### src/rtl/sh_mac_unit_if.sv
// CPU-side data/control bundle for the SH multiply/accumulate unit.
// The CPU drives op/sel/we/sat_s/a1/di; the MAC unit returns dout and busy.
interface sh_mac_unit_if;
   logic [3:0]  op;
   logic [1:0]  sel;
   logic        we;
   logic        sat_s;
   logic        a1;
   logic [31:0] di;
   logic [31:0] dout;
   logic        busy;

   modport master (output op, sel, we, sat_s, a1, di, input dout, busy);
   modport slave  (input op, sel, we, sat_s, a1, di, output dout, busy);
endinterface

### src/rtl/sh_mac_unit.sv
// SH1/SH2 multiply/accumulate unit: MACH/MACL registers plus an iterative 16x16 multiplier.
// .W ops take one multiply step and .L ops take four, each followed by one write-back cycle.
module sh_mac_unit #(
   parameter int unsigned MachW   = 10,
   parameter bit          HasLong = 1'b1
) (
   input  logic          clk_i,
   input  logic          rst_ni,
   input  logic          ce_r_i,
   sh_mac_unit_if.slave  mac_io
);

   localparam int unsigned AccW = MachW + 32;
   localparam logic signed [65:0] SatMax = 66'sh0_7FFF_FFFF_FFFF;
   localparam logic signed [65:0] SatMin = -66'sh8000_0000_0000;

   typedef enum logic [1:0] {StIdle, StMul, StWb} state_e;
   typedef enum logic [2:0] {KNone, KLds, KClr, KMulW, KMulL, KDmul, KMacW, KMacL} kind_e;

   function automatic kind_e decode(input logic [3:0] op);
      kind_e k;
      case (op)
         4'b0100, 4'b1000: k = KLds;
         4'b1111:          k = KClr;
         4'b0110, 4'b0111: k = KMulW;
         4'b1011:          k = KMacW;
         4'b0001:          k = HasLong ? KMulL : KNone;
         4'b0010, 4'b0011: k = HasLong ? KDmul : KNone;
         4'b1001:          k = (HasLong && MachW == 32) ? KMacL : KNone;
         default:          k = KNone;
      endcase
      return k;
   endfunction

   state_e            state_q, state_d;
   kind_e             kind_q, kind_d;
   logic              sgn_q, sgn_d;
   logic              sat_q, sat_d;
   logic [1:0]        step_q, step_d;
   logic [63:0]       prod_q, prod_d;
   logic [31:0]       ma_q, ma_d;
   logic [31:0]       mb_q, mb_d;
   logic [MachW-1:0]  mach_q, mach_d;
   logic [31:0]       macl_q, macl_d;

   kind_e             kind_in;
   logic              sgn_in;
   logic              accept;
   logic              start;
   logic [15:0]       half_in;

   assign kind_in = decode(mac_io.op);
   assign sgn_in  = (mac_io.op == 4'b0111) || (mac_io.op == 4'b0011) ||
                    (mac_io.op == 4'b1011) || (mac_io.op == 4'b1001);
   assign accept  = mac_io.we && ce_r_i && (|mac_io.sel) && (state_q == StIdle);
   assign half_in = mac_io.a1 ? mac_io.di[15:0] : mac_io.di[31:16];

   // Partial-product datapath. Halves are widened to 17 bits: a half is sign-extended only
   // when it is the top half of a signed operand, so the four partials sum to the exact
   // two's-complement product.
   logic              is_w_q;
   logic              a_hi, b_hi;
   logic [15:0]       a_half, b_half;
   logic signed [16:0] pa, pb;
   logic signed [33:0] pp;
   logic [5:0]        pp_shift;
   logic [63:0]       pp_sh;
   logic              last_step;

   assign is_w_q    = (kind_q == KMulW) || (kind_q == KMacW);
   assign a_hi      = !is_w_q && step_q[0];
   assign b_hi      = !is_w_q && step_q[1];
   assign a_half    = a_hi ? ma_q[31:16] : ma_q[15:0];
   assign b_half    = b_hi ? mb_q[31:16] : mb_q[15:0];
   assign pa        = $signed({sgn_q && (is_w_q || a_hi) && a_half[15], a_half});
   assign pb        = $signed({sgn_q && (is_w_q || b_hi) && b_half[15], b_half});
   assign pp        = pa * pb;
   assign last_step = is_w_q || (step_q == 2'd3);

   always_comb begin
      pp_shift = 6'd0;
      case (step_q)
         2'd1, 2'd2: pp_shift = 6'd16;
         2'd3:       pp_shift = 6'd32;
         default:    pp_shift = 6'd0;
      endcase
   end

   assign pp_sh = 64'(pp) << pp_shift;

   // Accumulate paths for write-back.
   logic [AccW-1:0]    macw_acc;
   logic signed [32:0] macw_sum;
   logic               macw_ovf;
   logic signed [63:0] mac64;
   logic signed [65:0] macl_sum;
   logic [63:0]        macl_res;

   assign macw_acc = {mach_q, macl_q} + AccW'($signed(prod_q[31:0]));
   assign macw_sum = $signed({macl_q[31], macl_q}) + $signed({prod_q[31], prod_q[31:0]});
   assign macw_ovf = macw_sum[32] ^ macw_sum[31];
   assign mac64    = 64'($signed({mach_q, macl_q}));
   assign macl_sum = 66'(mac64) + 66'($signed(prod_q));

   always_comb begin
      macl_res = macl_sum[63:0];
      if (sat_q) begin
         if (macl_sum > SatMax) begin
            macl_res = SatMax[63:0];
         end else if (macl_sum < SatMin) begin
            macl_res = SatMin[63:0];
         end
      end
   end

   always_comb begin
      state_d = state_q;
      kind_d  = kind_q;
      sgn_d   = sgn_q;
      sat_d   = sat_q;
      step_d  = step_q;
      prod_d  = prod_q;
      ma_d    = ma_q;
      mb_d    = mb_q;
      mach_d  = mach_q;
      macl_d  = macl_q;
      start   = 1'b0;

      unique case (state_q)
         StIdle: begin
            if (accept) begin
               case (kind_in)
                  KLds: begin
                     if (mac_io.sel[0]) macl_d = mac_io.di;
                     if (mac_io.sel[1]) mach_d = mac_io.di[MachW-1:0];
                  end
                  KClr: begin
                     mach_d = '0;
                     macl_d = '0;
                  end
                  KMulW: begin
                     if (mac_io.sel[1]) begin
                        ma_d  = {16'h0, mac_io.di[15:0]};
                        mb_d  = {16'h0, mac_io.di[31:16]};
                        start = 1'b1;
                     end
                  end
                  KMacW: begin
                     if (mac_io.sel == 2'b01) begin
                        ma_d = {16'h0, half_in};
                     end else if (mac_io.sel == 2'b10) begin
                        mb_d  = {16'h0, half_in};
                        start = 1'b1;
                     end
                  end
                  KMulL, KDmul, KMacL: begin
                     if (mac_io.sel == 2'b01) begin
                        ma_d = mac_io.di;
                     end else if (mac_io.sel == 2'b10) begin
                        mb_d  = mac_io.di;
                        start = 1'b1;
                     end
                  end
                  default: ;
               endcase
               if (start) begin
                  state_d = StMul;
                  kind_d  = kind_in;
                  sgn_d   = sgn_in;
                  sat_d   = mac_io.sat_s;
                  step_d  = 2'd0;
                  prod_d  = '0;
               end
            end
         end
         StMul: begin
            prod_d = prod_q + pp_sh;
            step_d = step_q + 2'd1;
            if (last_step) state_d = StWb;
         end
         StWb: begin
            state_d = StIdle;
            case (kind_q)
               KMulW, KMulL: macl_d = prod_q[31:0];
               KDmul: begin
                  mach_d = prod_q[32 +: MachW];
                  macl_d = prod_q[31:0];
               end
               KMacW: begin
                  if (!sat_q) begin
                     {mach_d, macl_d} = macw_acc;
                  end else if (macw_ovf) begin
                     macl_d = macw_sum[32] ? 32'h8000_0000 : 32'h7FFF_FFFF;
                     if (MachW == 32) mach_d[0] = 1'b1;
                  end else begin
                     macl_d = macw_sum[31:0];
                  end
               end
               KMacL: begin
                  mach_d = macl_res[32 +: MachW];
                  macl_d = macl_res[31:0];
               end
               default: ;
            endcase
         end
         default: state_d = StIdle;
      endcase
   end

   always_ff @(posedge clk_i) begin
      if (!rst_ni) begin
         state_q <= StIdle;
         kind_q  <= KNone;
         sgn_q   <= 1'b0;
         sat_q   <= 1'b0;
         step_q  <= 2'd0;
         prod_q  <= '0;
         ma_q    <= '0;
         mb_q    <= '0;
         mach_q  <= '0;
         macl_q  <= '0;
      end else if (ce_r_i) begin
         state_q <= state_d;
         kind_q  <= kind_d;
         sgn_q   <= sgn_d;
         sat_q   <= sat_d;
         step_q  <= step_d;
         prod_q  <= prod_d;
         ma_q    <= ma_d;
         mb_q    <= mb_d;
         mach_q  <= mach_d;
         macl_q  <= macl_d;
      end
   end

   assign mac_io.busy = (state_q != StIdle);
   assign mac_io.dout = mac_io.sel[1] ? 32'($signed(mach_q)) : macl_q;

endmodule
### src/flat_wrapper.sv
// flat-port wrapper written by rule: the top's interface ports become plain ports
module sh_mac_unit_flat 
#(
   parameter int unsigned MachW   = 10,
   parameter bit          HasLong = 1'b1
)
  (clk_i, rst_ni, ce_r_i, mac_io_op, mac_io_sel, mac_io_we, mac_io_sat_s, mac_io_a1, mac_io_di, mac_io_dout, mac_io_busy);
  sh_mac_unit_if mac_io_i ();
  input  logic clk_i;
  input  logic rst_ni;
  input  logic ce_r_i;
  input wire logic [$bits(mac_io_i.op)-1:0] mac_io_op;
  input wire logic [$bits(mac_io_i.sel)-1:0] mac_io_sel;
  input wire logic [$bits(mac_io_i.we)-1:0] mac_io_we;
  input wire logic [$bits(mac_io_i.sat_s)-1:0] mac_io_sat_s;
  input wire logic [$bits(mac_io_i.a1)-1:0] mac_io_a1;
  input wire logic [$bits(mac_io_i.di)-1:0] mac_io_di;
  output wire logic [$bits(mac_io_i.dout)-1:0] mac_io_dout;
  output wire logic [$bits(mac_io_i.busy)-1:0] mac_io_busy;
  assign mac_io_i.op = mac_io_op;
  assign mac_io_i.sel = mac_io_sel;
  assign mac_io_i.we = mac_io_we;
  assign mac_io_i.sat_s = mac_io_sat_s;
  assign mac_io_i.a1 = mac_io_a1;
  assign mac_io_i.di = mac_io_di;
  assign mac_io_dout = mac_io_i.dout;
  assign mac_io_busy = mac_io_i.busy;
  sh_mac_unit #(.MachW(MachW), .HasLong(HasLong)) u_core (.clk_i(clk_i), .rst_ni(rst_ni), .ce_r_i(ce_r_i), .mac_io(mac_io_i));
endmodule
### config.mk
export PLATFORM = sky130hd
export DESIGN_NAME = sh_mac_unit_flat
export DESIGN_NICKNAME = d
export VERILOG_FILES = /design/src/rtl/sh_mac_unit_if.sv /design/src/rtl/sh_mac_unit.sv /design/src/flat_wrapper.sv
export SDC_FILE = /design/constraint.sdc
export NUM_CORES = 2
export LEC_CHECK = 0
export BUFFER_PORTS_ARGS = -buffer_cell sky130_fd_sc_hd__buf_2
export CAP_MARGIN = 25
export CORE_MARGIN = 2
export CORE_UTILIZATION = 25
export DETAILED_ROUTE_END_ITERATION = 12
export GPL_TIMING_DRIVEN = 0
export PLACE_DENSITY = 0.42
export SETUP_SLACK_MARGIN = 0.4
export SLEW_MARGIN = 20
export SYNTH_ARGS = -nofsm -noshare
export SYNTH_HDL_FRONTEND = slang
export SYNTH_SLANG_ARGS = --single-unit
### constraint.sdc
create_clock -name clk_i -period 10.5 [get_ports clk_i]
set_input_delay 0 -clock clk_i [delete_from_list [all_inputs] [get_ports clk_i]]
set_output_delay 0 -clock clk_i [all_outputs]
set_load 0.02 [all_outputs]
; ---- Word level (Yosys, flattened, before mapping)
; Memory sizes are Yosys's and may differ from the RTL's.
; Cells that the tools add are included.
[totals]
elab_cells = 142
reg_bits = 179
mem_count = 1
rom_bits = 48
out_inout_bits = 33
[mem_list]
columns = memory, words, width, read_ports, rd_ports_with_merged_regs, wr, line
row1 = (name not given), 16, 3, 1, 0, 0, sh_mac_unit.sv:22  ; case (op)
[classes]
bitwise = 1
mux = 48
mul = 1
addsub = 5
n_eq_ne = 39
n_lt_le_gt_ge = 2
shifts = 1
reduce_logical = 34
[ops]
columns = operator, n
row1 = two-way mux 32 bit, 14
row2 = one-hot mux 32 bit (3 select lines), 3
row3 = two-way mux 64 bit, 2
row4 = one-hot mux 32 bit (2 select lines), 2
row5 = one-hot mux 64 bit (2 select lines), 1
row6 = two-way mux 42 bit, 3
row7 = adder 42 x 64 -> 65 bit, 1
row8 = "> comparator 65 x 48 -> 1 bit, second input constant", 1
row9 = "< comparator 65 x 48 -> 1 bit, second input constant", 1
row10 = adder 64 bit, 1
row11 = << shifter 64 x 6 -> 64 bit, 1
row12 = two-way mux 16 bit, 3
row13 = adder 42 bit, 1
row14 = one-hot mux 10 bit (2 select lines), 2
row15 = multiplier 17 x 17 -> 34 bit, 1
row16 = adder 32 x 32 -> 33 bit, 1
row17 = two-way mux 10 bit, 3
row18 = one-hot mux 10 bit (3 select lines), 1
row19 = "== test 3 bit, second input constant", 8
row20 = AND reduction 7 bit, 2
row21 = "!= test 2 x 1 -> 1 bit, second input constant", 6
row22 = "!= test 3 bit, second input constant", 4
row23 = one-hot mux 6 bit (2 select lines), 1
row24 = AND reduction 4 bit, 3
row25 = 26 further kinds, 65

; ---- Logic depth before layout (Yosys ltp)
[depth]
ltp_word = 11
ltp_mapped = 49
mapped_depth_nobuf = 44

; ---- Worst setup path before layout
; Ideal clock, no wire load.
[synth_path]
path_type = register to register
startpoint = register u_core.kind_q[0]
endpoint = register u_core.prod_q[63]
setup_slack_ps = -708
arrival_time_ps = 11091
required_ps = 10383
synth_period_minus_slack_ps = 11208
path_stages_with_launch = 47
path_cell_list = dfxtp_1 clkbuf_1 xor2_1 and2_1 nor2b_1 clkbuf_1 clkbuf_1 mux2_2 clkbuf_1 nand2_1 fa_1 inv_1 fa_1 fa_1 fa_1 fa_1 inv_1 fa_1 [... 11 more ...] clkbuf_1 clkbuf_1 a21oi_1 o22ai_1 ha_1 a21oi_1 o21ai_0 a2111oi_0 o311ai_0 a21o_1 a221oi_1 nand2_1 a31oi_1 o21ai_0 a311oi_1 xnor2_1 o21bai_1 a22o_1
[synth_via]
elab_chain_len = 11
elab_cells_between_ends = 18
[synth_lines]
columns = element, line
row1 = "start, declared", sh_mac_unit.sv:36  ; kind_e kind_q, kind_d;
row2 = "start signal, assigned", sh_mac_unit.sv:213  ; kind_q <= KNone;
row3 = "start signal, assigned", sh_mac_unit.sv:224  ; kind_q <= kind_d;
row4 = == test 3 x 2 -> 1 bit / == test 3 bit (equally long branches), sh_mac_unit.sv:70  ; assign is_w_q = (kind_q == KMulW) || (kind_q == KMacW);
row5 = logical OR 1 bit (*), sh_mac_unit.sv:70
row6 = logical NOT 1 bit, "sh_mac_unit.sv:71, sh_mac_unit.sv:72"
row7 = "logical AND 1 bit, on equally long branches", "sh_mac_unit.sv:71, sh_mac_unit.sv:72"
row8 = "logical OR 1 bit, on equally long branches", "sh_mac_unit.sv:75, sh_mac_unit.sv:76"
row9 = "logical AND 1 bit, on equally long branches (2 in a row)", "sh_mac_unit.sv:75, sh_mac_unit.sv:76"
row10 = multiplier 17 x 17 -> 34 bit (*), sh_mac_unit.sv:77  ; assign pp = pa * pb;
row11 = << shifter 64 x 6 -> 64 bit (*), sh_mac_unit.sv:89  ; assign pp_sh = 64'(pp) << pp_shift;
row12 = adder 64 bit (*), sh_mac_unit.sv:177  ; prod_d = prod_q + pp_sh;
row13 = one-hot mux 64 bit (2 select lines) (*), sh_mac_unit.sv:129  ; unique case (state_q)
row14 = "end signal, assigned", sh_mac_unit.sv:228  ; prod_q <= prod_d;
row15 = "end, declared", sh_mac_unit.sv:40  ; logic [63:0] prod_q, prod_d;
; Every way passes the cells marked *; elsewhere a longest branch is shown, timed or not.
; A chain may end at the register's enable or synchronous reset.

; ---- Worst setup path after layout
; Ends and elaborated chain as after synthesis.

==> summary.txt <==
RUN STATUS
----------------------------------------------------------------------------------
Result of the run                                                     complete, no violations

GLOBAL ROUTING
----------------------------------------------------------------------------------
Total congestion overflow                                                        0
Number of global-route vias before repair                                   28,341
All-layer global routing usage                                               21.0%
Initial antenna violation count                                                  1
Maximum number of pins on one net before global-route repair                    27
Global-route wire length before repair                                  186,000 um

LOGIC SYNTHESIS
----------------------------------------------------------------------------------
Fraction of the yosys area taken by sequential cells                         12.5%
Synth warn                                                                       0
Async SR Flop Fraction                                                          0%
Top flip-flop cell by instance count after synthesis                       dfxtp_1
Number of flops mapped to enable cells by yosys                                  0
Mean post-synth cell area                                                 7.85 um2
Syn nets                                                                     4,215
Gate count after technology mapping                                          3,649
Count of distinct cell types in the synthesized netlist                         86
Netlist area before placement                                           28,600 um2
Number of synthesized register bits                                            179

SETUP PATH
----------------------------------------------------------------------------------
Slowest Stage Delay on Critical Path                                       0.56 ns
Number of buffers and inverters on the critical path                            13
Dominant cell type by count on the critical path                              fa_1
WP data arrival                                                           10.82 ns
Cell class contributing the biggest share of worst-path delay          adder cells
Kind of end point of the critical path                                   flip-flop
Crit Path Max Fanout                                                             7
Cell with the largest stage delay on the worst path                           fa_1
Category of the most critical setup path                              flip-flop to flip-flop
Sort of element at the start of the critical path                        flip-flop
Required time at the worst-slack endpoint                                 10.91 ns

CLOCK TREE
----------------------------------------------------------------------------------
Buffer cell driving the clock tree root                                  clkbuf_16
Deepest level of the CTS H-tree                                                  4
Clock latency at the later pin of the worst-skew pair                      0.53 ns
Clock buffer count from CTS                                                     17
Clock Sinks                                                                    179
Clock transition at path regs                                              0.10 ns
Worst-case clock buffer depth                                                    2
CTS tree                                                                     built

PWR
----------------------------------------------------------------------------------
P per Cell Area                                                        43.9 nW/um2
Lkg Pwr                                                                    16.4 nW
IR drop worst, VDD                                                        0.151 mV

STA
----------------------------------------------------------------------------------
Hold violation count in the final report                                         0
Headroom to the max-slew limit                                               33.1%
Worst clock skew                                                         0.0267 ns
Transition time at the pin with the least slew margin                     0.998 ns
Slack of the critical path                                               0.0824 ns
Setup Total Neg Slack                                                         0 ns
Setup repair after global routing missed its margin                           true
Highest Clock Rate                                                        96.0 MHz
Number of max-slew violations in the final report                                0
Minimum period implied by the final worst setup slack                     10.42 ns
Count of endpoints failing setup in the final report                             0
Part of the cycle the worst path needs                                       99.2%

FINAL LAYOUT
----------------------------------------------------------------------------------
Fraction of layout instances using a drive strength above 1                  19.4%
Area growth from synthesis to final layout                                   27.7%
Commonest non-fill, non-tap cell in the layout                             nand2_1
Commonest non-fill, non-tap cells in the layout                       nand2_1, inv_1, nor2_1, fa_1, a21oi_1
Net count of the finished layout                                             4,579

ROUTING
----------------------------------------------------------------------------------
DR iter-0 viols                                                              2,220
Vias per Instance                                                             5.10
Remaining number of nets flagged by the antenna check after routing              0
WL/cell                                                                    22.4 um
Number of optimization iterations in the first detailed-route pass               6
Detailed-route via count                                                    28,273
Final Routed Wirelength                                                 124,000 um
Count of unresolved DRC violations after routing                                 0

PLACEMENT
----------------------------------------------------------------------------------
Worst setup slack before clock tree synthesis                             -2.38 ns
Total of buffers placed on input and output ports                               74
RePlAce Congestion                                                           0.926
Detail Placement HPWL                                                    99,400 um

FLOORPLAN
----------------------------------------------------------------------------------
I/O Pins                                                                        77
Number of rows created at floorplan                                            124
Y dimension of the die                                                      343 um
Floorplan die area                                                     117,000 um2
Die Span X                                                                  343 um
Starting density of the core                                                 25.1%
Core ar.                                                               114,000 um2

RUN
----------------------------------------------------------------------------------
Max-cap check violation count                                                    0

HOLD PATH
----------------------------------------------------------------------------------
HP Class                                                              input port to flip-flop

-- worst paths after layout --
path / slack (ns) / from / depth (start not counted) / endpoint
worst max-delay path: 0.08 / u_core.kind_q[0] / 49 / u_core.prod_q[63]
worst min-delay path: 0.06 / mac_io_di[9] / 4 / u_core.ma_q[9]
worst max register to register: 0.08 / u_core.kind_q[0] / 49 / u_core.prod_q[63]
worst min register to register: 0.47 / u_core.mb_q[25] / 2 / u_core.mb_q[25]
-- per-stage QoR --
| step | util (%) | hold slack, ns | instances | power, mW | instance area, um2 |
|---|---|---|---|---|---|
| detailed placement | 27.3 | 0.289 | 5240 | 0.875 | 31100 |
| global placement | 27.2 | 0.279 | 5235 | 0.875 | 31100 |
| global route | 32.1 | 0.0635 | 5538 | 1.66 | 36600 |
| finish | 32.1 | 0.0631 | 5539 | 1.60 | 36600 |
| CTS | 31.1 | 0.0131 | 5480 | 1.61 | 35400 |
| floorplan | - | 0.145 | 3649 | 0.790 | 28800 |
-- final cells by class --
cell class	count	area, um2
inverters	415	1570
well taps	1512	1890
diodes	1	2.50
fillers	12252	77400
multi-input cells	2878	24800
flip-flops and latches	179	3590
clock buffers	17	425
repair buffers	344	3000
plain buffers	178	1130
clock inverters	15	181
-- flip-flops by register name, summed over array words and instances, names as in the netlist, 2 cells and up --
signal	count
u_core.state_q	2
u_core.mb_q	32
u_core.mach_q	10
u_core.macl_q	32
u_core.kind_q	3
u_core.prod_q	64
u_core.ma_q	32
u_core.step_q	2
-- cells in the mapped netlist (all sizes together) (44+ instances only) --
master  instances  area [um2]
nand2         422        1590
inv           415        1560
nor2          316        1190
fa            298        5970
a21oi         284        1440
ha            224        2800
o21ai         181         906
dfxtp         179        3580
clkbuf        159         601
xnor2         100         876
a21o           98         736
nand3          71         355
nor2b          67         419
mux2i          65         651
a22oi          60         450
xor2           58         508
nand4          46         288
and2           44         275
-- tightest hold or removal path, cell delays in order --
cell and delay (ns):
buf_2 0.20, mux2i_1 0.16, nand2_1 0.06, o211a_1 0.11
-- routing by layer --
layer | vias up | share of wire (%) | global-route usage, %
li1 | 13235 | - | -
met1 | 13973 | 45 | 28.6
met2 | 867 | 45 | 33.8
met3 | 196 | 5.7 | 3.25
met4 | 2 | 3.9 | 7.23
met5 | - | 0.0064 | 0
-- cell families after synthesis --
family | after synthesis | synth area share [%]
and+or+nand+nor | 1103 | 17.4
AOI/OAI and AO/OA | 988 | 22.9
muxes | 106 | 3.88
buffers and inverters | 593 | 7.88
adders and majority gates | 522 | 30.6
DFF | 179 | 12.5
xor gates and xnor gates | 158 | 4.83
-- where the power goes --
| group | internal [mW] | switching, mW | leakage, nW |
|---|---|---|---|
| Sequential | 0.683 | 0.00767 | 1.44 |
| Clock | 0.323 | 0.376 | 0.293 |
| Combinational | 0.0775 | 0.136 | 14.6 |
| Total | 1.08 | 0.520 | 16.4 |
-- repair_timing --
item,CTS,global route
hold buffers,31,0
gates cloned,6,1
gates resized for setup,379,187
pin swaps,170,109
endpoints found under the setup margin,42,35
hold endpoints to repair,61,0
setup buffers,171,57
No activity file was read; power rests on OpenSTA's default activity.
